[src/rtl/gsbus_pkg.sv]
// rtl/gsbus_pkg.sv - shared gsbus frame constants, transaction type and state encoding
package gsbus_pkg;

    localparam logic [7:0] GSBUS_SYNC      = 8'hA5;
    localparam int         GSBUS_FRAME_LEN = 16;
    localparam int         GSBUS_GPREG_W   = 16;
    localparam int         GSBUS_ADDR_W    = 64;
    localparam int         GSBUS_DATA_W    = 32;
    localparam int         GSBUS_PAYLOAD_W = GSBUS_GPREG_W + GSBUS_ADDR_W + GSBUS_DATA_W;

    typedef struct packed {
        logic [GSBUS_GPREG_W-1:0] gpreg;
        logic [GSBUS_ADDR_W-1:0]  addr;
        logic [GSBUS_DATA_W-1:0]  data;
    } gsbus_txn_t;

    typedef enum logic [0:0] {
        GSBUS_TX_IDLE = 1'b0,
        GSBUS_TX_SEND = 1'b1
    } gsbus_tx_state_e;

    // Payload in wire order: gpreg, addr, data, each MSB first.
    function automatic logic [GSBUS_PAYLOAD_W-1:0] gsbus_pack(input gsbus_txn_t txn);
        return {txn.gpreg, txn.addr, txn.data};
    endfunction

endpackage

[src/rtl/gsbus_tx.sv]
// rtl/gsbus_tx.sv - serialises gsbus transactions into 16-byte framed writes to the TX FIFO
module gsbus_tx
    import gsbus_pkg::*;
#(
    parameter logic [7:0] SYNC_BYTE = GSBUS_SYNC,
    parameter int         CNT_W     = 16
) (
    input  logic                     clk,
    input  logic                     nrst,
    input  logic                     req_valid,
    output logic                     req_ready,
    input  logic [GSBUS_GPREG_W-1:0] req_gpreg,
    input  logic [GSBUS_ADDR_W-1:0]  req_addr,
    input  logic [GSBUS_DATA_W-1:0]  req_data,
    input  logic                     fifo_full,
    output logic                     fifo_wrreq,
    output logic [7:0]               fifo_data,
    output logic                     busy,
    output logic [CNT_W-1:0]         frame_count
);

    localparam logic [0:0] ST_IDLE  = GSBUS_TX_IDLE;
    localparam logic [0:0] ST_SEND  = GSBUS_TX_SEND;
    localparam logic [3:0] LAST_IDX = 4'(GSBUS_FRAME_LEN - 1);

    logic [0:0]                 state;
    logic [GSBUS_PAYLOAD_W-1:0] shreg;
    logic [3:0]                 idx;
    logic [7:0]                 csum;
    logic [7:0]                 cur_byte;
    gsbus_txn_t                 req_txn;

    assign req_txn = '{gpreg: req_gpreg, addr: req_addr, data: req_data};

    // Payload bytes always come from the top of the shift register; sync and
    // checksum are substituted at the frame ends.
    always_comb begin
        cur_byte = 8'h00;
        if (state == ST_SEND) begin
            if (idx == 4'd0)
                cur_byte = SYNC_BYTE;
            else if (idx == LAST_IDX)
                cur_byte = csum;
            else
                cur_byte = shreg[GSBUS_PAYLOAD_W-1 -: 8];
        end
    end

    assign req_ready  = (state == ST_IDLE);
    assign busy       = (state == ST_SEND);
    assign fifo_wrreq = (state == ST_SEND) && !fifo_full;
    assign fifo_data  = cur_byte;

    always_ff @(posedge clk or negedge nrst) begin
        if (!nrst) begin
            state       <= ST_IDLE;
            shreg       <= '0;
            idx         <= '0;
            csum        <= '0;
            frame_count <= '0;
        end else begin
            case (state)
                ST_IDLE: begin
                    if (req_valid) begin
                        shreg <= gsbus_pack(req_txn);
                        idx   <= '0;
                        csum  <= '0;
                        state <= ST_SEND;
                    end
                end
                ST_SEND: begin
                    if (!fifo_full) begin
                        if (idx == LAST_IDX) begin
                            state       <= ST_IDLE;
                            frame_count <= frame_count + CNT_W'(1);
                        end else begin
                            idx <= idx + 4'd1;
                            if (idx != 4'd0) begin
                                csum  <= csum + cur_byte;
                                shreg <= {shreg[GSBUS_PAYLOAD_W-9:0], 8'h00};
                            end
                        end
                    end
                end
                default: state <= ST_IDLE;
            endcase
        end
    end

endmodule

[config.mk]
export PLATFORM = sky130hd
export DESIGN_NAME = gsbus_tx
export DESIGN_NICKNAME = d
export VERILOG_FILES = /design/src/rtl/gsbus_pkg.sv /design/src/rtl/gsbus_tx.sv
export SDC_FILE = /design/constraint.sdc
export NUM_CORES = 1
export LEC_CHECK = 0
export ABC_AREA = 1
export BUFFER_PORTS_ARGS = -buffer_cell sky130_fd_sc_hd__buf_2
export CAP_MARGIN = 20
export CORE_UTILIZATION = 40
export CTS_BUF_LIST = sky130_fd_sc_hd__clkbuf_8
export DETAILED_ROUTE_END_ITERATION = 10
export SYNTH_ARGS = -nofsm -noshare
export SYNTH_HDL_FRONTEND = slang
export SYNTH_SLANG_ARGS = --single-unit
[constraint.sdc]
create_clock -name clk -period 7.12 [get_ports clk]
set_input_delay 1.068 -clock clk [delete_from_list [all_inputs] [get_ports clk]]
set_output_delay 1.068 -clock clk [all_outputs]
set_load 0.005 [all_outputs]
### Word level (Yosys, flattened, before mapping)

Index checks and enable logic that the tools add are counted.

* register bits: 141
* input port bits: 116
* output and inout bits: 27
* logic and storage cells: 43

* add/sub/neg operators: 3
* equality and inequality tests: 5
* mux-type cells: 21
* bitwise gates (word level): 2
* reductions and logical operators: 7

Operators with widths (number)
* 112-bit 2-to-1 mux: 4
* 112-bit case mux with 2 select lines: 1
* 8-bit 2-to-1 mux: 7
* 16-bit by 1-bit adder with 16-bit output, second input constant: 1
* 8-bit case mux with 2 select lines: 1
* 4-bit 2-to-1 mux: 3
* 8-bit adder: 1
* 4-bit case mux with 2 select lines: 1
* 2-bit != test, second input constant: 3
* 3-bit AND reduction: 2
* 4-bit by 1-bit adder with 4-bit output, second input constant: 1
* 4-bit == test, second input constant: 1
* 4-bit zero test: 1
* 4-bit AND reduction: 1
* 4-bit nonzero test: 1
* 1-bit 2-to-1 mux: 3
* 2-bit by 1-bit != test with 1-bit output, second input constant: 1
* 1-bit NOT: 2
* 1-bit case mux with 2 select lines: 1
* 1-bit logical AND: 1
* 1-bit zero test: 1

### Depth between registers and ports, before layout

* depth after elaboration: 9
* mapped depth: 17
* gate-level depth less buffers: 17

### Least setup slack after synthesis

Ideal clock, no wire load.

* kind: register to output
* start point: register idx[0]
* end point: output port fifo_data[1]
* arrival: 1.565 ns
* required time: 6.052 ns
* slack: 4.487 ns
* stages on the path, launching flop included: 7
* path buffers: 2
* path through: dfrtp_1 -> ha_1 -> nand3_1 -> buf_2 -> clkbuf_1 -> o21ai_0 -> a21oi_1

* cells in the longest elaborated chain, start to end: 4
* elaborated cells on any way between the ends: 5
* those cells by class: eq/ne: 1; mux: 3; reduce/logical: 1

RTL lines
* from (decl): line gsbus_tx.sv:28 `logic [3:0] idx;`
* from (signal assigned): line gsbus_tx.sv:77 `idx <= idx + 4'd1;`
* 4-bit == test: line gsbus_tx.sv:42 `else if (idx == LAST_IDX)`
* 8-bit 2-to-1 mux: line gsbus_tx.sv:42
* 8-bit 2-to-1 mux (*): line gsbus_tx.sv:40 `if (idx == 4'd0)`
* 8-bit 2-to-1 mux (*): line gsbus_tx.sv:39 `if (state == ST_SEND) begin`
* to (decl): line gsbus_tx.sv:17 `output logic [7:0] fifo_data,`

Mark *: on every way between the ends. The rest lies on a longest branch, timed or not.

### Worst setup path after layout

* start point: register state, in the netlist busy
* end point: register csum[5]

* cells in the longest elaborated chain, start to end: 6
* elaborated cells on any way between the ends: 12
* those cells by class: add/sub: 1; eq/ne: 4; mux: 5; bitwise: 1; reduce/logical: 1

RTL lines
* from (decl): line gsbus_tx.sv:26 `logic [0:0] state;`
* from (signal assigned): line gsbus_tx.sv:56 `state <= ST_IDLE;`
* from (signal assigned): line gsbus_tx.sv:68 `state <= ST_SEND;`
* from (signal assigned): line gsbus_tx.sv:74 `state <= ST_IDLE;`
* 8-bit 2-to-1 mux: line gsbus_tx.sv:39
* 8-bit adder: line gsbus_tx.sv:79 `csum <= csum + cur_byte;`
* 8-bit 2-to-1 mux: line gsbus_tx.sv:78 `if (idx != 4'd0) begin`
* 8-bit 2-to-1 mux: line gsbus_tx.sv:73 `if (idx == LAST_IDX) begin`
* 8-bit 2-to-1 mux: line gsbus_tx.sv:72 `if (!fifo_full) begin`
* 8-bit case mux with 2 select lines: line gsbus_tx.sv:62 `case (state)`
* to (signal assigned): line gsbus_tx.sv:79
* to (decl): line gsbus_tx.sv:29 `logic [7:0] csum;`

Parallel ways exist; a longest one is shown, timed or not. The select of a mux whose other input is x is not followed.
A chain may end at the register's enable or synchronous reset.

==> metrics.log <==
[metrics] met2 Resource Use GR: 26.2%
[metrics] worst reg-to-reg path cell count: 11
[metrics] Tot GR Track Use: a little under a fifth
[metrics] number of CTS-inserted buffers: 17
[metrics] first-pass GRT wire length: approximately 27 mm
[metrics] result of the run: complete, no violations
[metrics] most frequent CP cell: sky130_fd_sc_hd__nand2_1
[metrics] GRT Residual Overflow: 0
[metrics] sequential fraction of the synthesis area: between 40% and 50%
[metrics] slew at the pin with the worst max-slew slack: between 0.9 and 1 ns
[metrics] Pwr per Cell Area: 403 mW/mm²
[metrics] routability cong.: 0.794
[metrics] largest area contributor in the netlist: sky130_fd_sc_hd__dfrtp_1
[metrics] total wirelength of the detailed-routed design: approximately 17 mm
[metrics] hold path start: shreg[71]$_DFFE_PN0P_
[metrics] most common library cell in the layout ignoring fill and taps: sky130_fd_sc_hd__nand2_1
[metrics] sw power: approximately 1.3 mW
[metrics] sum of net half-perimeters after detailed placement: 11.6 mm
[metrics] maximum level of the CTS H-tree: 4
[metrics] Worst Hold Margin: 0.486 ns
[metrics] top cells by area, synth: sky130_fd_sc_hd__dfrtp_1, sky130_fd_sc_hd__nand2_1, sky130_fd_sc_hd__o211ai_1
[metrics] count of antenna-violating nets left after detailed routing: 0
[metrics] placement row count: between 40 and 50
[metrics] CP endpoint kind: flip-flop
[metrics] final design area excluding fillers: ~0.0084 mm²
[metrics] buffers inserted by post-CTS timing repair: 0
[metrics] Post-Syn Nets: a little under 1,000
[metrics] DIE AREA: approximately 0.018 mm²
[metrics] layout overhead on the synthesized area: 17.5%
[metrics] library cells used by synthesis: 33
[metrics] critical path arrival: approximately 4.2 ns
[metrics] most frequent cells in the layout: sky130_fd_sc_hd__nand2_1, sky130_fd_sc_hd__buf_2, sky130_fd_sc_hd__dfrtp_1
[metrics] total chip power: about 3.4 mW
[metrics] chip width: ~140 µm
[metrics] internal cell power: 2.06 mW
[metrics] clock tree from TritonCTS: yes
[metrics] category of the worst setup path launch point: flip-flop
[metrics] part of the power in combinational logic: 41.6%
[metrics] clock transition at the registers of the reported paths: about 0.080 ns
[metrics] RSZ-0062 raised after global routing: false
[metrics] highest achievable clock rate: between 200 and 300 MHz
[metrics] post-place instance area: approximately 0.0079 mm²
[metrics] mean cell area of the mapped netlist: about 8.4 µm²
[metrics] port bufs: 142
[metrics] share of total power consumed by net switching: between 30% and 40%
[metrics] cells along the critical path: inv_2, nand2_1, nand2_1, o21ai_2, nor2_4, buf_4, buf_4, nand2_1, inv_1, nand2_1, o21ai_1
[metrics] Yosys warnings: 0
[metrics] worst-case clock skew: 0.0114 ns
[metrics] count of placed standard cells in the final layout, fillers left out: ~1,200
[metrics] slowest cell delay on critical path: approximately 0.80 ns
[metrics] post-DR vias/cell: just under 5
[metrics] # IOs: between 100 and 150
[metrics] summed instance area of the synthesized netlist: between 0.007 and 0.008 mm²
[metrics] layer with the highest usage: met1
[metrics] met3 GRT Util: ~4.6%
[metrics] routed len/inst: between 10 and 15 µm
[metrics] part of the total power dissipated in sequential elements: between 30% and 40%
[metrics] Yosys top cell area share: approximately half
[metrics] effective utilization at floorplan: about two fifths
[metrics] synthesized flop and latch total: ~140
[metrics] Max clock buf depth: 2
[metrics] number of fill cells in the layout: 1,756
[metrics] via count of the first global-routing pass: 5,418
[metrics] number of buffer and inverter stages on the critical path: 4
[metrics] Final Net Count: 1,097
[metrics] reg-to-reg critical path startpoint: busy$_DFF_PN0_
[metrics] final count of negative-setup-slack endpoints: 0
[metrics] number of maximum-capacitance constraint violations: 0
[metrics] time the final worst path needs with I/O delays and setup: roughly 3.8 ns
[metrics] final hold viol count: 0
[metrics] clock sink total: roughly 140
[metrics] peak fanout along the critical path: a little under 100
[metrics] placeable core region: roughly 0.017 mm²
[metrics] Vias: between 5,000 and 6,000
[metrics] number of max-slew violations in the final report: 0
[metrics] clock root buffer: sky130_fd_sc_hd__clkbuf_8
[metrics] Clock Power Share: between 20% and 30%
[metrics] die height: 136 µm
[metrics] cell type group with the largest total delay on the critical path: buffers and inverters
[metrics] Setup CP Type: reg2reg
[metrics] LEAKAGE: ~4.4 nW
[metrics] peak ir drop on the vdd network: roughly 0.18 mV
[metrics] Clk Latency, worst-skew pair: 0.44 ns
[metrics] final-layout setup total negative slack: 0 ns
[metrics] worst reg-to-reg setup slack: approximately 3.3 ns
[metrics] Post-CTS Hold Buffers: 0
[metrics] fraction of final layout cells sized beyond drive strength 1: approximately a fifth
[metrics] post-cts gate resize count: 0
[metrics] drt drc: 0
[metrics] classification of the worst-slack hold path: reg2reg
[metrics] Slowest-stage cell, CP: sky130_fd_sc_hd__buf_4
[metrics] cells after synthesis: approximately 860
[metrics] initial antenna violation count: 0
[metrics] GR Layer Usage met1: 29.5%
[metrics] endpoint of the worst hold path: shreg[71]$_DFFE_PN0P_
[metrics] First DRT Iteration DRCs: 370
[metrics] tightest slew margin relative to the limit: approximately 38%
[metrics] hold-critical path depth: 2
[metrics] terminus of the critical flop-to-flop path: csum[5]$_DFFE_PN0P_
[metrics] final worst-path cycle share: 53.4%
[metrics] pin count of the biggest net entering global routing: 100
[metrics] Initial DRT Pass Iterations: 5
[metrics] data required time of the worst path: between 7 and 8 ns
[metrics] placed cell count: roughly 1,200
-- logic make-up (layout without fill, tap and decap cells) --
kind of cell	count (synthesis)	after routing	share of synthesized area, %
DFF	141	141	49.3
AOI/OAI and AO/OA	238	238	20.9
muxes	1	1	0.157
buffers and inverters	184	311	10.5
other	0	1	0
xor gates and xnor gates	14	14	1.71
and+or+nand+nor	266	266	15.5
adders and majority gates	11	11	2.03
-- worst max-delay path by stage --
stage / startpoint / to / depth (start not counted)
after detailed placement: busy$_DFF_PN0_ / csum[5]$_DFFE_PN0P_ / 11
after floorplan: idx[0]$_DFFE_PN0P_ / fifo_data[1] / 6
after global placement: busy$_DFF_PN0_ / csum[5]$_DFFE_PN0P_ / 11
final: busy$_DFF_PN0_ / csum[5]$_DFFE_PN0P_ / 11
after CTS: busy$_DFF_PN0_ / csum[5]$_DFFE_PN0P_ / 11
after global routing: busy$_DFF_PN0_ / csum[0]$_DFFE_PN0P_ / 11
-- cells in the mapped netlist, drive strengths merged --
| cell | instances |
|---|---|
| nand2 | 171 |
| dfrtp | 141 |
| inv | 132 |
| o21ai | 131 |
| o211ai | 75 |
| nor2 | 52 |
| buf | 31 |
| nand3 | 25 |
| clkbuf | 21 |
| o31ai | 17 |
| a21oi | 13 |
| ha | 10 |
| nand4 | 9 |
| xor2 | 9 |
| xnor2 | 5 |
| nor3 | 4 |
| or2 | 2 |
| a31oi | 1 |
| fa | 1 |
| mux2 | 1 |
| nand2b | 1 |
| nand3b | 1 |
| nor3b | 1 |
| o22ai | 1 |
-- state kept, by name (all words and copies together), names as in the netlist --
register / cells
shreg: 112
busy: 1
idx: 4
csum: 8
frame_count: 16
-- layout make-up --
| type | instances | area [µm²] | area share [%] |
|---|---|---|---|
| Sequential cell | 141 | 3530 | 42.0 |
| Multi-Input combinational cell | 530 | 2880 | 34.2 |
| Timing Repair Buffer | 148 | 774 | 9.21 |
| Inverter | 132 | 495 | 5.89 |
| Clock buffer | 22 | 303 | 3.60 |
| Tap cell | 225 | 282 | 3.35 |
| Clock inverter | 9 | 141 | 1.68 |
| Antenna cell | 1 | 2.50 | 0.0298 |
-- power groups by stage --
| stage | clock network [mW] | logic [mW] | registers [mW] |
|---|---|---|---|
| finish | 0.717 | 1.41 | 1.26 |
| global route | 0.770 | 1.63 | 1.29 |
| CTS | 0.739 | 1.42 | 1.26 |
| detailed placement | 0 | 1.41 | 1.27 |
| global placement | 0 | 1.39 | 1.27 |
| floorplan | 0 | 1.13 | 1.22 |
-- per-stage QoR --
stage / worst slack (ns) / utilization, %
2_1_floorplan: 4.49 / -
3_3_place_gp: 3.37 / 45.8
3_5_place_dp: 3.29 / 45.8
4_1_cts: 3.25 / 48.3
5_1_grt: 2.85 / 48.4
6_report: 3.32 / 48.5
-- metal layers --
layer	wire (µm)	vias up
li1	-	3036
met1	8740	2725
met2	7160	144
met3	988	8
met4	140	0
met5	0	-
-- worst register-to-register path: stages, from the launching register on --
cell	delay, ns
sky130_fd_sc_hd__dfrtp_4	0.72
sky130_fd_sc_hd__inv_2	0.55
sky130_fd_sc_hd__nand2_1	0.16
sky130_fd_sc_hd__nand2_1	0.13
sky130_fd_sc_hd__o21ai_2	0.08
sky130_fd_sc_hd__nor2_4	0.07
sky130_fd_sc_hd__buf_4	0.54
sky130_fd_sc_hd__buf_4	0.80
sky130_fd_sc_hd__nand2_1	0.26
sky130_fd_sc_hd__inv_1	0.23
sky130_fd_sc_hd__nand2_1	0.08
sky130_fd_sc_hd__o21ai_1	0.11
No activity file was read; power rests on OpenSTA's default activity.
